$ cat config.mk
export PLATFORM = sky130hd
export DESIGN_NAME = lsl_seq
export DESIGN_NICKNAME = d
export VERILOG_FILES = /design/src/rtl/lsl_seq.sv
export SDC_FILE = /design/constraint.sdc
export NUM_CORES = 1
export LEC_CHECK = 0
export ABC_AREA = 1
export CAP_MARGIN = 20
export CORE_UTILIZATION = 47
export CTS_BUF_LIST = sky130_fd_sc_hd__clkbuf_4 sky130_fd_sc_hd__clkbuf_8 sky130_fd_sc_hd__clkbuf_16
export CTS_CLUSTER_DIAMETER = 30
export DETAILED_ROUTE_END_ITERATION = 10
export PLACE_DENSITY_LB_ADDON = 0.12
export SLEW_MARGIN = 20
export SYNTH_ARGS = -nofsm -noshare
export SYNTH_HDL_FRONTEND = slang
export SYNTH_SLANG_ARGS = --single-unit
export TNS_END_PERCENT = 100
$ cat constraint.sdc
create_clock -name clk -period 2 [get_ports clk]
set_input_delay 0.4 -clock clk [delete_from_list [all_inputs] [get_ports clk]]
set_output_delay 0.4 -clock clk [all_outputs]
set_load 0.05 [all_outputs]
$ cat src/rtl/lsl_seq.sv
// rtl/lsl_seq.sv - sequential logical-shift-left unit, one bit per clock
//
// Purpose:
//   Accepts an operand and a shift amount through a valid/ready handshake,
//   shifts the operand left one bit per clock, then presents the result
//   together with carry-out and zero flags through a second handshake.
//   Trades latency for area on the ALU shift path.
//
// Ports:
//   clk          rising-edge clock
//   rst_n        asynchronous active-low reset
//   in1          operand to shift (WIDTH bits)
//   n            unsigned shift amount (SHAMT_W bits)
//   start_valid  request valid
//   start_ready  unit can accept a request (IDLE only)
//   result       shifted value
//   carry        last bit shifted out of the MSB, 0 when n == 0
//   zero         result equals 0, meaningful only while result_valid
//   result_valid result/carry/zero valid (DONE)
//   result_ready consumer accepts the result
//   busy         high while shifting
module lsl_seq #(
  parameter int WIDTH   = 32,
  parameter int SHAMT_W = 5
) (
  input  logic               clk,
  input  logic               rst_n,
  input  logic [WIDTH-1:0]   in1,
  input  logic [SHAMT_W-1:0] n,
  input  logic               start_valid,
  output logic               start_ready,
  output logic [WIDTH-1:0]   result,
  output logic               carry,
  output logic               zero,
  output logic               result_valid,
  input  logic               result_ready,
  output logic               busy
);

  // The counter must hold both WIDTH (the clamp value) and any value of n.
  localparam int CLOG_W = $clog2(WIDTH + 1);
  localparam int CNT_W  = (CLOG_W > SHAMT_W) ? CLOG_W : SHAMT_W;
  localparam logic [CNT_W-1:0] WIDTH_C = CNT_W'(WIDTH);
  localparam logic [CNT_W-1:0] ONE_C   = CNT_W'(1);

  typedef enum logic [1:0] {
    IDLE  = 2'd0,
    SHIFT = 2'd1,
    DONE  = 2'd2
  } state_t;

  state_t           state;
  logic [WIDTH-1:0] acc;
  logic [CNT_W-1:0] count;
  logic             carry_q;
  logic             zero_q;

  logic [CNT_W-1:0] n_ext;
  logic [WIDTH-1:0] acc_shl;

  assign n_ext   = CNT_W'(n);
  assign acc_shl = {acc[WIDTH-2:0], 1'b0};

  always_ff @(posedge clk or negedge rst_n) begin
    if (!rst_n) begin
      state   <= IDLE;
      acc     <= '0;
      count   <= '0;
      carry_q <= 1'b0;
      zero_q  <= 1'b0;
    end else begin
      case (state)
        IDLE: begin
          if (start_valid) begin
            acc     <= in1;
            carry_q <= 1'b0;
            // Amounts of WIDTH or more shift everything out: clamp the count.
            count   <= (n_ext > WIDTH_C) ? WIDTH_C : n_ext;
            if (n == '0) begin
              state  <= DONE;
              zero_q <= (in1 == '0);
            end else begin
              state  <= SHIFT;
            end
          end
        end
        SHIFT: begin
          carry_q <= acc[WIDTH-1];
          acc     <= acc_shl;
          count   <= count - ONE_C;
          // zero is registered on the final shift so it is ready with DONE.
          if (count == ONE_C) begin
            state  <= DONE;
            zero_q <= (acc_shl == '0);
          end
        end
        DONE: begin
          if (result_ready) begin
            state  <= IDLE;
            zero_q <= 1'b0;
          end
        end
        default: state <= IDLE;
      endcase
    end
  end

  assign start_ready  = (state == IDLE);
  assign result_valid = (state == DONE);
  assign busy         = (state == SHIFT);
  assign result       = acc;
  assign carry        = carry_q;
  assign zero         = zero_q;

endmodule

==> impl_table.tex <==
\begin{tabular}{lr}
\hline
Metric & Value \\
\hline
\multicolumn{2}{l}{\textbf{Global route}} \\
\quad Maximum number of pins on one net before global-route repair & 43 \\
\quad Met2 global-route usage & 38.1\% \\
\quad Total GRT Usage & between 20\% and 30\% \\
\quad Met3 global-route usage & 5.29\% \\
\quad Antenna violations before repair & 0 \\
\quad Routing layer with the top usage in global route & met2 \\
\quad Global-route wire length before repair & 9.84 mm \\
\quad GRT overflow & 0 \\
\quad Met1 layer usage reported by global route & between 30\% and 40\% \\
\quad Via count of the first global-routing pass & 2159 \\
\multicolumn{2}{l}{\textbf{Timing}} \\
\quad Fin. max-slew vios & 0 \\
\quad Slew headroom & 64.2\% \\
\quad Final count of negative-setup-slack endpoints & 0 \\
\quad Least-Margin Pin Slew & 537 ps \\
\quad Final critical delay including setup and external delays & 1940 ps \\
\quad Setup WS post-layout & approximately 64 ps \\
\quad Final-layout setup total negative slack & 0 ps \\
\quad Unrepaired setup endpoints after global routing & no \\
\quad Peak Freq & 0.516 GHz \\
\quad Number of endpoints with negative hold slack in the final report & 0 \\
\quad Portion of the clock cycle consumed by the worst path in the final layout & 96.8\% \\
\quad Final clock skew & 3.27 ps \\
\multicolumn{2}{l}{\textbf{Critical path}} \\
\quad Critical Setup Path Class & reg -> out \\
\quad Reg2Reg Capture Point & zero \\
\quad Launch instance of the worst register-to-register path & state[1] \\
\quad Path depth of the worst reg2reg path & 11 \\
\quad Critical Path Max Stage Delay & 830 ps \\
\quad Buf+Inv Stages, Crit Path & 1 \\
\quad Arrival time at the worst endpoint & 1540 ps \\
\quad Cell-by-cell listing of the critical path & clkdlybuf4s50\_1 \\
\quad Setup slack of the worst register-to-register path & between 200 and 250 ps \\
\quad Cell family with the largest share of critical-path delay & buffers and inverters \\
\quad CP Data Required Time & between 1500 and 2000 ps \\
\quad Worst Path Max Fanout & 4 \\
\quad Type of element launching the critical path & flip-flop \\
\quad Crit path max-delay cell type & sky130\_fd\_sc\_hd\_\_clkdlybuf4s50\_1 \\
\quad Type of element capturing the critical path & primary output \\
\multicolumn{2}{l}{\textbf{Worst hold path}} \\
\quad Hold Path Class & in -> async \\
\multicolumn{2}{l}{\textbf{Die}} \\
\quad Area of the placeable core & 0.00514 mm\^{}2 \\
\quad Number of rows created at floorplan & 26 \\
\quad Die Area & 0.00567 mm\^{}2 \\
\quad Die Ht & 75.3 um \\
\quad Initial core utilization & 49.2\% \\
\quad Chip width & between 70 and 80 um \\
\quad \# IOs & 78 \\
\multicolumn{2}{l}{\textbf{Synth}} \\
\quad Number of synthesis warnings & 0 \\
\quad Synthesized Nets & 360 \\
\quad Share of the yosys chip area belonging to registers & 41.6\% \\
\quad Number of synthesized flops with an enable pin & 0 \\
\quad Post-synthesis instance area & 0.00253 mm\^{}2 \\
\quad Synth top area cells & sky130\_fd\_sc\_hd\_\_dfrtp\_1 42\%, sky130\_fd\_sc\_hd\_\_nand2\_1 11\%, sky130\_fd\_sc\_hd\_\_a31oi\_4 8.4\% \\
\quad Prevailing post-synth register cell & sky130\_fd\_sc\_hd\_\_dfrtp\_1 \\
\quad Avg Inst Size Synth & roughly 8.1 um\^{}2 \\
\quad Synthesized flop and latch total & 42 \\
\quad Synth top area share & 41.6\% \\
\quad Synth async-reset ratio & 100\% \\
\quad Number of instances in the synthesized netlist & 313 \\
\quad Most frequent cell after synthesis & sky130\_fd\_sc\_hd\_\_nand2\_1 \\
\quad Cell type with the largest total area after synthesis & sky130\_fd\_sc\_hd\_\_dfrtp\_1 \\
\quad Most common library cells after synthesis & 72 x sky130\_fd\_sc\_hd\_\_nand2\_1, 51 x sky130\_fd\_sc\_hd\_\_nor2\_1, 42 x sky130\_fd\_sc\_hd\_\_dfrtp\_1 \\
\quad Synth unique cells & 27 \\
\multicolumn{2}{l}{\textbf{Layout}} \\
\quad Area growth, synth to finish & 37.8\% \\
\quad Antenna Diode Count & 0 \\
\quad Post-layout nets & 435 \\
\quad Fraction of final layout cells sized beyond drive strength 1 & 9.25\% \\
\quad Final std cells w/o fill & roughly 460 \\
\multicolumn{2}{l}{\textbf{Clocking}} \\
\quad Buffer levels on the longest clock path & 2 \\
\quad Number of hold-repair buffers added at the cts stage & 0 \\
\quad CTS HTree Levels & 2 \\
\quad Clock transition time at the flip-flop clock pins of the worst setup and hold paths & about 80 ps \\
\quad CTS tree & built \\
\quad Clock latency on the worst-skew pair & 290 ps \\
\quad Total CTS buffers & 5 \\
\quad Clock Tree Root & sky130\_fd\_sc\_hd\_\_clkbuf\_8 \\
\quad TritonCTS Sinks & 42 \\
\multicolumn{2}{l}{\textbf{Run status}} \\
\quad Result of the run & complete, no violations \\
\multicolumn{2}{l}{\textbf{Placement}} \\
\quad HPWL after DPL & 4.60 mm \\
\quad Worst slack after detailed placement & between 150 and 200 ps \\
\quad Count of placed standard cells including taps & 451 \\
\quad Total of buffers placed on input and output ports & just under 80 \\
\quad Global placement routability congestion & 0.781 \\
\multicolumn{2}{l}{\textbf{Drt}} \\
\quad DRT Pass-1 Iters & 4 \\
\quad Initial DRC Count & 150 \\
\quad Detailed Route WL & $\sim$6.2 mm \\
\quad DRC violation count after routing & 0 \\
\quad Routed via count & 2332 \\
\quad Wire length per cell & 13.5 um \\
\quad Number of nets with antenna violations after routing & 0 \\
\quad Via-per-instance ratio & 5.08 \\
\multicolumn{2}{l}{\textbf{Flow run}} \\
\quad Max-cap violation count & 0 \\
\multicolumn{2}{l}{\textbf{Pwr}} \\
\quad Static Leak & 1.51 nW \\
\quad Total Power & 7.03 mW \\
\quad Worst IR Drop VDD & 0.00111 V \\
\quad Power density of the placed cells & 2020 mW/mm\^{}2 \\
\hline
\end{tabular}
-- cell usage in the layout, fill, tap and decap left out --
master                            synthesis  final
sky130_fd_sc_hd__ha_1                     6      5
sky130_fd_sc_hd__mux2i_1                  1      1
sky130_fd_sc_hd__inv_2                    2      2
sky130_fd_sc_hd__nand3_1                 11     11
sky130_fd_sc_hd__clkbuf_4                 0      1
sky130_fd_sc_hd__nor2_1                  51     51
sky130_fd_sc_hd__dlymetal6s2s_1           0      1
sky130_fd_sc_hd__buf_12                   1      5
sky130_fd_sc_hd__a31oi_4                 10     10
sky130_fd_sc_hd__ha_2                     0      1
sky130_fd_sc_hd__dfrtp_1                 42     42
sky130_fd_sc_hd__or2_2                    1      1
sky130_fd_sc_hd__o211ai_1                20     20
sky130_fd_sc_hd__inv_1                   35     35
sky130_fd_sc_hd__o22ai_1                  1      1
sky130_fd_sc_hd__nand2_1                 72     72
sky130_fd_sc_hd__nand4_1                  3      3
sky130_fd_sc_hd__o21ai_0                 30     30
sky130_fd_sc_hd__o21a_4                   0      1
sky130_fd_sc_hd__buf_2                    1      1
sky130_fd_sc_hd__a211oi_2                 1      1
sky130_fd_sc_hd__a21oi_1                  2      2
sky130_fd_sc_hd__o21ai_1                  2      2
sky130_fd_sc_hd__a31oi_1                  1      1
sky130_fd_sc_hd__nor3_1                   2      2
sky130_fd_sc_hd__clkbuf_8                 0      6
sky130_fd_sc_hd__xor2_1                   2      2
sky130_fd_sc_hd__and2_1                   1      1
sky130_fd_sc_hd__buf_4                    3      6
sky130_fd_sc_hd__clkdlybuf4s50_1          0     71
sky130_fd_sc_hd__clkinv_2                 0      1
-- routing by layer --
| layer | part of all wire, % | vias to the layer above |
|---|---|---|
| met3 | 5.8 | 7 |
| met4 | 1.4 | 0 |
| met5 | 0 | - |
| met2 | 48 | 83 |
| li1 | - | 1164 |
| met1 | 45 | 1078 |
-- flip-flops by register name, summed over array words and instances, names as in the netlist --
name and cells:
result 32, carry 1, zero 1, count 6, state 2
-- cell type report --
cell class	instances	area, um^2
multi-input combinational	218	1240
clock buffer	7	90.1
sequential	42	1050
tap	70	87.6
fill	459	1660
clock inverter	1	5.00
inverter	37	139
timing repair buffer	84	873
-- repair_timing --
action,in CTS,in global routing
setup buffers,0,0
endpoints found under the setup margin,0,3
resized for setup,0,2
-- worst max-delay path by stage --
stage / from / to / slack (ps) / cells after the start
2_1_floorplan: state[1] / result[1] / 30 / 10
3_3_place_gp: start_valid / result[2] / 230 / 5
6_report: result[3] / result[3] / 60 / 1
4_1_cts: result[0] / result[0] / 20 / 1
5_1_grt: result[28] / result[28] / 10 / 1
3_5_place_dp: state[1] / result[5] / 170 / 8
-- power breakdown --
| part | switching (mW) | total (mW) | internal (mW) |
|---|---|---|---|
| Sequential | 0.346 | 1.64 | 1.30 |
| Clock | 0.289 | 0.581 | 0.292 |
| Combinational | 3.08 | 4.81 | 1.73 |
| Total | 3.71 | 7.03 | 3.32 |
-- stage by stage --
step | utilization, % | hold WS (ps) | area, um^2
2_1_floorplan | - | 104 | 2530
5_1_grt | 67.7 | 228 | 3480
3_3_place_gp | 65.7 | 465 | 3380
4_1_cts | 67.6 | 190 | 3470
3_5_place_dp | 65.7 | 481 | 3380
6_report | 67.7 | 164 | 3480
-- cells by family after synthesis --
logic type               after synthesis  share of synthesized area, %
AND/OR/NAND/NOR                      141                          22.1
AO/OA/AOI/OAI                         68                          22.4
buffers and inverters                 53                          9.90
flip-flops                            42                          41.6
adder cells (fa/ha/maj)                6                          2.97
XOR/XNOR                               2                         0.693
multiplexers                           1                         0.396
(Power assumes the default switching activity.)
